==> src/rtl/multicycle_ctrl.sv <==
// multicycle_ctrl -- main control FSM of the multicycle RV32IM core.
//
// Each instruction walks FETCH -> DECODE -> (execute states) -> FETCH. Every
// state drives the datapath controls for exactly one cycle. Outputs are Moore
// per state. The exceptions are PCWrite in BRANCH, which depends on Zero, and
// md_start.
//
// Optional feature macro: MULDIV_EN
//   defined   : an R-type op with funct7b0=1 goes EXECR -> MDWAIT -> MDWB.
//               EXECR pulses md_start and MDWAIT holds until md_done.
//   undefined : funct7b0 is ignored, md_start is tied 0, MDWAIT/MDWB unused.
//
// Ports
//   clk, rst_n              : clock; async active-low reset
//   op, funct3              : IR[6:0], IR[14:12]
//   funct7b5, funct7b0      : IR[30], IR[25]
//   Zero                    : ALU result == 0
//   md_done                 : multiply/divide result valid pulse
//   PCWrite, IRWrite,
//   MemWrite, RegWrite      : write enables (forced 0 while in reset)
//   AdrSrc                  : 0=PC, 1=Result
//   ResultSrc               : 00 ALUOut, 01 Data, 10 ALUResult, 11 MulDiv
//   ALUSrcA                 : 00 PC, 01 OldPC, 10 RD1, 11 zero
//   ALUSrcB                 : 00 RD2, 01 ImmExt, 10 constant 4
//   ALUControl              : ALU operation code
//   ImmSrc                  : 000 I, 001 S, 010 B, 011 J, 100 U
//   md_start                : one-cycle start pulse to the mul/div unit
//   IllegalInstr            : one-cycle pulse in DECODE on an unknown opcode
//   state                   : current state (debug)
module multicycle_ctrl (
  input  logic       clk,
  input  logic       rst_n,
  input  logic [6:0] op,
  input  logic [2:0] funct3,
  input  logic       funct7b5,
  input  logic       funct7b0,
  input  logic       Zero,
  input  logic       md_done,
  output logic       PCWrite,
  output logic       IRWrite,
  output logic       MemWrite,
  output logic       RegWrite,
  output logic       AdrSrc,
  output logic [1:0] ResultSrc,
  output logic [1:0] ALUSrcA,
  output logic [1:0] ALUSrcB,
  output logic [3:0] ALUControl,
  output logic [2:0] ImmSrc,
  output logic       md_start,
  output logic       IllegalInstr,
  output logic [3:0] state
);

  typedef enum logic [3:0] {
    FETCH    = 4'd0,  DECODE   = 4'd1,  MEMADR   = 4'd2,  MEMREAD  = 4'd3,
    MEMWB    = 4'd4,  MEMWRITE = 4'd5,  EXECR    = 4'd6,  EXECI    = 4'd7,
    ALUWB    = 4'd8,  JAL      = 4'd9,  JALR     = 4'd10, JALRWB   = 4'd11,
    BRANCH   = 4'd12, UPPER    = 4'd13, MDWAIT   = 4'd14, MDWB     = 4'd15
  } state_t;

  localparam logic [6:0] OP_LOAD  = 7'b0000011;
  localparam logic [6:0] OP_STORE = 7'b0100011;
  localparam logic [6:0] OP_R     = 7'b0110011;
  localparam logic [6:0] OP_I     = 7'b0010011;
  localparam logic [6:0] OP_JAL   = 7'b1101111;
  localparam logic [6:0] OP_JALR  = 7'b1100111;
  localparam logic [6:0] OP_BR    = 7'b1100011;
  localparam logic [6:0] OP_LUI   = 7'b0110111;
  localparam logic [6:0] OP_AUIPC = 7'b0010111;

  localparam logic [3:0] ALU_ADD  = 4'b0000;
  localparam logic [3:0] ALU_SUB  = 4'b0001;
  localparam logic [3:0] ALU_AND  = 4'b0010;
  localparam logic [3:0] ALU_OR   = 4'b0011;
  localparam logic [3:0] ALU_XOR  = 4'b0100;
  localparam logic [3:0] ALU_SLT  = 4'b0101;
  localparam logic [3:0] ALU_SLTU = 4'b0110;
  localparam logic [3:0] ALU_SLL  = 4'b0111;
  localparam logic [3:0] ALU_SRL  = 4'b1000;
  localparam logic [3:0] ALU_SRA  = 4'b1001;

  localparam logic [2:0] IMM_I = 3'b000;
  localparam logic [2:0] IMM_S = 3'b001;
  localparam logic [2:0] IMM_B = 3'b010;
  localparam logic [2:0] IMM_J = 3'b011;
  localparam logic [2:0] IMM_U = 3'b100;

  state_t cur, nxt;

  // raw per-state controls, before reset gating
  logic pc_we, ir_we, mem_we, rf_we, md_go, illegal;

  // ---------------------------------------------------------------------
  // funct3 -> ALU op for register/immediate arithmetic. funct7b5 selects
  // sub only for R-type: in I-type that bit belongs to the immediate.
  // For shifts it selects sra in both formats.
  // ---------------------------------------------------------------------
  logic [3:0] arith_op;
  always_comb begin
    arith_op = ALU_ADD;
    case (funct3)
      3'b000:  arith_op = (cur == EXECR && funct7b5) ? ALU_SUB : ALU_ADD;
      3'b001:  arith_op = ALU_SLL;
      3'b010:  arith_op = ALU_SLT;
      3'b011:  arith_op = ALU_SLTU;
      3'b100:  arith_op = ALU_XOR;
      3'b101:  arith_op = funct7b5 ? ALU_SRA : ALU_SRL;
      3'b110:  arith_op = ALU_OR;
      default: arith_op = ALU_AND;
    endcase
  end

  // ---------------------------------------------------------------------
  // Branch compare op and taken decision. slt/sltu return 1 when "less",
  // so Zero=0 means less-than, and Zero=1 means greater-or-equal.
  // ---------------------------------------------------------------------
  logic [3:0] br_op;
  logic       br_taken;
  always_comb begin
    br_op    = ALU_ADD;
    br_taken = 1'b0;
    case (funct3)
      3'b000:  begin br_op = ALU_SUB;  br_taken =  Zero; end
      3'b001:  begin br_op = ALU_SUB;  br_taken = ~Zero; end
      3'b100:  begin br_op = ALU_SLT;  br_taken = ~Zero; end
      3'b101:  begin br_op = ALU_SLT;  br_taken =  Zero; end
      3'b110:  begin br_op = ALU_SLTU; br_taken = ~Zero; end
      3'b111:  begin br_op = ALU_SLTU; br_taken =  Zero; end
      default: begin br_op = ALU_ADD;  br_taken = 1'b0;  end
    endcase
  end

  // M-extension hand-off condition
  logic is_md;
`ifdef MULDIV_EN
  assign is_md = (op == OP_R) && funct7b0;
`else
  assign is_md = 1'b0;
  logic unused_f7b0;
  assign unused_f7b0 = funct7b0;
`endif

  // ---------------------------------------------------------------------
  // State register
  // ---------------------------------------------------------------------
  always_ff @(posedge clk or negedge rst_n) begin
    if (!rst_n) cur <= FETCH;
    else        cur <= nxt;
  end

  // ---------------------------------------------------------------------
  // Next state and per-state controls
  // ---------------------------------------------------------------------
  always_comb begin
    nxt        = cur;
    pc_we      = 1'b0;
    ir_we      = 1'b0;
    mem_we     = 1'b0;
    rf_we      = 1'b0;
    md_go      = 1'b0;
    illegal    = 1'b0;
    AdrSrc     = 1'b0;
    ResultSrc  = 2'b00;
    ALUSrcA    = 2'b00;
    ALUSrcB    = 2'b00;
    ALUControl = ALU_ADD;
    ImmSrc     = IMM_I;
    case (cur)
      FETCH: begin
        // read IR from mem[PC] and advance PC by 4
        ir_we     = 1'b1;
        AdrSrc    = 1'b0;
        ALUSrcA   = 2'b00;
        ALUSrcB   = 2'b10;
        ResultSrc = 2'b10;
        pc_we     = 1'b1;
        nxt       = DECODE;
      end
      DECODE: begin
        // OldPC + imm lands in ALUOut as the jal / branch target
        ALUSrcA = 2'b01;
        ALUSrcB = 2'b01;
        ImmSrc  = (op == OP_JAL) ? IMM_J : IMM_B;
        case (op)
          OP_LOAD, OP_STORE: nxt = MEMADR;
          OP_R:              nxt = EXECR;
          OP_I:              nxt = EXECI;
          OP_JAL:            nxt = JAL;
          OP_JALR:           nxt = JALR;
          OP_BR:             nxt = BRANCH;
          OP_LUI, OP_AUIPC:  nxt = UPPER;
          default: begin
            nxt     = FETCH;
            illegal = 1'b1;
          end
        endcase
      end
      MEMADR: begin
        ALUSrcA = 2'b10;
        ALUSrcB = 2'b01;
        ImmSrc  = op[5] ? IMM_S : IMM_I;
        nxt     = op[5] ? MEMWRITE : MEMREAD;
      end
      MEMREAD: begin
        AdrSrc    = 1'b1;
        ResultSrc = 2'b00;
        nxt       = MEMWB;
      end
      MEMWB: begin
        ResultSrc = 2'b01;
        rf_we     = 1'b1;
        nxt       = FETCH;
      end
      MEMWRITE: begin
        AdrSrc    = 1'b1;
        ResultSrc = 2'b00;
        mem_we    = 1'b1;
        nxt       = FETCH;
      end
      EXECR: begin
        ALUSrcA    = 2'b10;
        ALUSrcB    = 2'b00;
        ALUControl = arith_op;
        // a done pulse seen here is not for this op and is dropped:
        // MDWAIT is entered regardless of md_done
        md_go      = is_md;
        nxt        = is_md ? MDWAIT : ALUWB;
      end
      EXECI: begin
        ALUSrcA    = 2'b10;
        ALUSrcB    = 2'b01;
        ImmSrc     = IMM_I;
        ALUControl = arith_op;
        nxt        = ALUWB;
      end
      ALUWB: begin
        ResultSrc = 2'b00;
        rf_we     = 1'b1;
        nxt       = FETCH;
      end
      JAL: begin
        // PC <- target held in ALUOut, then OldPC+4 into ALUOut for ALUWB
        ResultSrc = 2'b00;
        pc_we     = 1'b1;
        ALUSrcA   = 2'b01;
        ALUSrcB   = 2'b10;
        nxt       = ALUWB;
      end
      JALR: begin
        ALUSrcA   = 2'b10;
        ALUSrcB   = 2'b01;
        ImmSrc    = IMM_I;
        ResultSrc = 2'b10;
        pc_we     = 1'b1;
        nxt       = JALRWB;
      end
      JALRWB: begin
        ALUSrcA   = 2'b01;
        ALUSrcB   = 2'b10;
        ResultSrc = 2'b10;
        rf_we     = 1'b1;
        nxt       = FETCH;
      end
      BRANCH: begin
        ALUSrcA    = 2'b10;
        ALUSrcB    = 2'b00;
        ResultSrc  = 2'b00;
        ALUControl = br_op;
        pc_we      = br_taken;
        nxt        = FETCH;
      end
      UPPER: begin
        // lui adds the immediate to zero, auipc adds it to OldPC
        ALUSrcA = op[5] ? 2'b11 : 2'b01;
        ALUSrcB = 2'b01;
        ImmSrc  = IMM_U;
        nxt     = ALUWB;
      end
      MDWAIT: begin
        nxt = md_done ? MDWB : MDWAIT;
      end
      MDWB: begin
        ResultSrc = 2'b11;
        rf_we     = 1'b1;
        nxt       = FETCH;
      end
      default: nxt = FETCH;
    endcase
  end

  // Reset holds every write strobe low, even though FETCH would set them.
  assign PCWrite      = pc_we   & rst_n;
  assign IRWrite      = ir_we   & rst_n;
  assign MemWrite     = mem_we  & rst_n;
  assign RegWrite     = rf_we   & rst_n;
  assign md_start     = md_go   & rst_n;
  assign IllegalInstr = illegal & rst_n;
  assign state        = cur;

endmodule

==> config.mk <==
export PLATFORM = sky130hd
export DESIGN_NAME = multicycle_ctrl
export DESIGN_NICKNAME = d
export VERILOG_FILES = /design/src/rtl/multicycle_ctrl.sv
export SDC_FILE = /design/constraint.sdc
export NUM_CORES = 1
export LEC_CHECK = 0
export CORE_ASPECT_RATIO = 0.75
export CORE_MARGIN = 5
export CORE_UTILIZATION = 44
export CTS_BUF_LIST = sky130_fd_sc_hd__clkbuf_4
export DETAILED_ROUTE_END_ITERATION = 7
export PLACE_DENSITY = 0.95
export SYNTH_ARGS = -nofsm -noshare
export SYNTH_HDL_FRONTEND = slang
export SYNTH_SLANG_ARGS = --single-unit
==> constraint.sdc <==
create_clock -name clk -period 2.2 [get_ports clk]
set_input_delay 0.22 -clock clk [delete_from_list [all_inputs] [get_ports clk]]
set_output_delay 0.22 -clock clk [all_outputs]
set_load 0.1 [all_outputs]
### Yosys cells after proc, flatten, opt, wreduce, memory -nomap -nowiden

Cells that the tools add are included.

| word-level totals | value |
|---|---|
| bits of input ports | 16 |
| word-level logic and storage cells | 84 |
| register bits | 4 |
| output and inout bits | 24 |

| operators by class | value |
|---|---|
| eq/ne operators | 31 |
| reduce and logical (&&, ||, !) cells | 22 |
| bitwise operators | 6 |
| mux-type cells | 24 |

Operators with widths:

| operator | number |
|---|---|
| case mux 4 bit (7 select lines) | 2 |
| equality test 4 bit, second input constant | 8 |
| case mux 4 bit (8 select lines) | 1 |
| equality test 7 x 6 -> 1 bit, second input constant | 3 |
| equality test 7 bit, second input constant | 3 |
| case mux 3 bit (3 select lines) | 2 |
| OR reduction 3 bit | 6 |
| equality test 4 x 3 -> 1 bit, second input constant | 4 |
| equality test 7 x 5 -> 1 bit, second input constant | 2 |
| OR reduction 2 bit | 7 |
| equality test 3 bit, second input constant | 4 |
| case mux 2 bit (3 select lines) | 2 |
| two-way mux 1 bit | 11 |
| OR reduction 5 bit | 2 |
| OR reduction 9 bit | 1 |
| equality test 4 x 2 -> 1 bit, second input constant | 2 |
| case mux 4 bit (2 select lines) | 1 |
| OR reduction 4 bit | 2 |
| equality test 7 x 2 -> 1 bit, second input constant | 1 |
| equality test 3 x 2 -> 1 bit, second input constant | 2 |
| OR reduction 6 bit | 1 |
| bitwise AND 1 bit | 5 |
| equality test 4 x 1 -> 1 bit, second input constant | 1 |
| logical NOT 4 bit | 1 |
| 8 further kinds | 9 |

### Depth between registers and ports, before layout

| depth | value |
|---|---|
| depth in word-level cells | 5 |
| depth in mapped cells | 5 |
| gate-level depth less buffers | 3 |

### Worst setup path before layout

OpenSTA, ideal clock, no wires.

| path | value |
|---|---|
| kind | register to output |
| start | register cur[1], in the netlist state[1] |
| end | output port IRWrite |
| path buffers | 1 |
| slack | -2.041 ns |
| data required time | 1.980 ns |
| data arrival time | 4.021 ns |
| stages on the path, launching flop included | 3 |
| cells stage by stage | dfrtp_1 > buf_2 > nor4_1 |

| between the ends | value |
|---|---|
| cells in the longest elaborated chain, start to end | 3 |

RTL lines:

| element | RTL line | RTL |
|---|---|---|
| start, declared | 88 | `state_t cur, nxt;` |
| start signal, assigned | 148 | `else cur <= nxt;` |
| logical NOT 4 bit | 168 | `case (cur)` |
| two-way mux 1 bit | 168 |  |
| bitwise AND 1 bit | 293 | `assign IRWrite = ir_we & rst_n;` |
| end, declared | 40 | `output logic IRWrite,` |

Every way passes these cells.

### Worst setup path in the final report

| path | value |
|---|---|
| start | register cur[2], in the netlist state[2] |
| end | output port IllegalInstr |

| between the ends | value |
|---|---|
| cells in the longest elaborated chain, start to end | 3 |

RTL lines:

| element | RTL line | RTL |
|---|---|---|
| equality test 4 x 1 -> 1 bit | 168 |  |
| two-way mux 1 bit | 168 |  |
| bitwise AND 1 bit | 297 | `assign IllegalInstr = illegal & rst_n;` |
| end, declared | 50 | `output logic IllegalInstr,` |

Every way passes these cells.

==> flow_summary.json <==
{
  "stdcell_area_um2": 1510,
  "ir_drop_uv": 1070,
  "via_per_inst": 6.14,
  "die_y_um": 46.9,
  "postPlaceCellArea_um2": 1490,
  "whs_ps": 284,
  "ys_warn_count": 0,
  "criticalPathCategory": "reg -> out",
  "startpoint": "state[2]$_DFF_PN0_",
  "rr_worst_depth": 3,
  "syn-instance-count": 113,
  "cts_resized": 0,
  "clockBufferDepth": 2,
  "wire_per_inst_um": 17.5,
  "grt_start_max_net_pins": 25,
  "cp-end-kind": "output pin",
  "syn_area_um2": 797,
  "dieWidth_um": 59.1,
  "ys_ff_latch": 4,
  "hold_viol": 0,
  "cp-start-kind": "register",
  "regToRegStartpoint": "state[2]$_DFF_PN0_",
  "antenna_found_initial": 0,
  "outcome": "finished, final reports clean",
  "power_mw": 1.74,
  "clk_latency_ps": 250,
  "fin_worst_skew_ps": 2.76,
  "crit_fanout": 21,
  "ant_nets": 0,
  "placed_cells": 164,
  "grt_util_met1_pct": 24.3,
  "crit_required_ps": 1980,
  "drt_iter0_drc": 69,
  "timing.final.ws_setup_ps": 186,
  "hold_path.class": "in -> async",
  "gp_congestion": 0.758,
  "mostFrequentLayoutCell": "buf_12",
  "die-area_um2": 2770,
  "powerDensity_nw_per_um2": 1150,
  "ys_types": 46,
  "syn_avg_cell_area_um2": 7.05,
  "cts_hold_buf": 0,
  "coreArea_um2": 1720,
  "met2_usage_pct": 41.2,
  "crit_arrival_ps": 1790,
  "nets": 163,
  "synth_nets": 129,
  "placementRows": 13,
  "drt-total-wl_mm": 2.93,
  "grt_pass1_vias": 1035,
  "r2r-end": "state[2]$_DFF_PN0_",
  "cts_made_buffers": 3,
  "drive_gt1_share_pct": 35.2,
  "hpwl_mm": 2.23,
  "root_buffer": "clkbuf_4",
  "rsz0062_at_grt": "no",
  "syn_to_final_growth_pct": 89.2,
  "final_util_pct": 87.4,
  "layout.filler_cells": 75,
  "rrSetupSlack_ps": 630,
  "setup_viol": 0,
  "top_usage_layer": "met2",
  "cts-htree-levels": 1,
  "clk_pin_slew_ps": 40,
  "antenna_cells": 0,
  "p_leak_nw": 0.553,
  "overflow": 0,
  "synthArstFlopShare_pct": 100,
  "grtUsageMet3_pct": 7.69,
  "fin_cells": 167,
  "period_minus_slack_ps": 2010,
  "tns_ps": 0,
  "dp_slack_ps": 270,
  "vias": 1026,
  "fmax_mhz": 497,
  "ys.flop_type": "dfrtp_1",
  "synth-edff-count": 0,
  "ys_seq_area_share_pct": 12.6,
  "max_cap_violations": 0,
  "finalMaxSlewViolations": 0,
  "grt_pass1_wl_mm": 4.61,
  "dr.pass1.iters": 4,
  "start_util_pct": 46.2,
  "gr-usage-all-layers_pct": 22.2,
  "clock-sinks": 4,
  "port_buffers": 37,
  "ios": 40,
  "final_cell_mix": "buf_12, clkdlybuf4s50_1, nand2_1, nor2_1, nor2b_1",
  "largest_register_ffs": 4,
  "drc_errors": 0,
  "cts_tree": "built",
  "cp-endpoint": "IllegalInstr",
  "finalCritPeriodShare_pct": 91.5,
  "post_cts_buffers": 0
}
-- worst max-delay path, cell delays in order (launching register included) --
cell     delay [ps]
dfrtp_4         610
nor4b_4         440
nand2_1         150
a21oi_4         160
buf_12          190
-- layer usage --
metal | wire length, um | vias to the layer above | share of wire, %
met5 | 0 | - | 0
met4 | 48 | 0 | 1.6
met3 | 229 | 6 | 7.8
met2 | 1540 | 49 | 52
met1 | 1120 | 494 | 38
li1 | - | 477 | -
-- cell usage after synthesis, drive strengths merged, types with 2 or more instances --
| master | n | area, um2 |
|---|---|---|
| nor4bb | 3 | 30.0 |
| dfrtp | 4 | 100 |
| o32ai | 2 | 17.5 |
| o22ai | 5 | 31.3 |
| nor2 | 9 | 33.8 |
| clkbuf | 2 | 8.75 |
| and3 | 3 | 18.8 |
| o31ai | 2 | 20.0 |
| buf | 8 | 56.3 |
| nor2b | 8 | 50.1 |
| a21oi | 10 | 50.1 |
| mux2i | 2 | 20.0 |
| xor2 | 2 | 25.0 |
| nand2 | 9 | 33.8 |
| nor4b | 2 | 32.5 |
| nor3 | 3 | 15.0 |
| o21ai | 6 | 30.0 |
| nand2b | 4 | 25.0 |
| inv | 4 | 15.0 |
| nand3 | 5 | 30.0 |
| a21boi | 2 | 15.0 |
| nor3b | 3 | 22.5 |
-- area by class of cell --
class | count | area (um2) | area share, %
multi-input combinational | 95 | 762 | 50.5
timing repair buffer | 39 | 566 | 37.5
sequential | 4 | 115 | 7.63
tap | 22 | 27.5 | 1.83
clock buffer | 3 | 22.5 | 1.49
inverter | 4 | 15.0 | 0.996
-- worst min path at each step --
| stage | end | startpoint |
|---|---|---|
| floorplan | state[0]$_DFF_PN0_ | rst_n |
| global placement | state[2]$_DFF_PN0_ | rst_n |
| detailed placement | state[2]$_DFF_PN0_ | rst_n |
| CTS | state[0]$_DFF_PN0_ | rst_n |
| global route | state[2]$_DFF_PN0_ | rst_n |
| finish | state[0]$_DFF_PN0_ | rst_n |
-- report_power, final --
group | leakage (nW) | switching, mW | internal (mW)
clock network | 0.0138 | 0.0357 | 0.0614
registers | 0.0465 | 0.0964 | 0.0969
logic | 0.493 | 0.940 | 0.507
-- logic make-up (layout without fill, tap and decap cells) --
group / after synthesis / in the layout / synth area share, %
and+or+nand+nor: 57 / 57 / 44.6
AOI/OAI and AO/OA: 32 / 32 / 25.6
muxes: 2 / 2 / 2.51
buffers and inverters: 14 / 46 / 10.0
DFF: 4 / 4 / 12.6
xor gates and xnor gates: 3 / 3 / 4.24
other: 1 / 1 / 0.471
(Power assumes the default switching activity.)
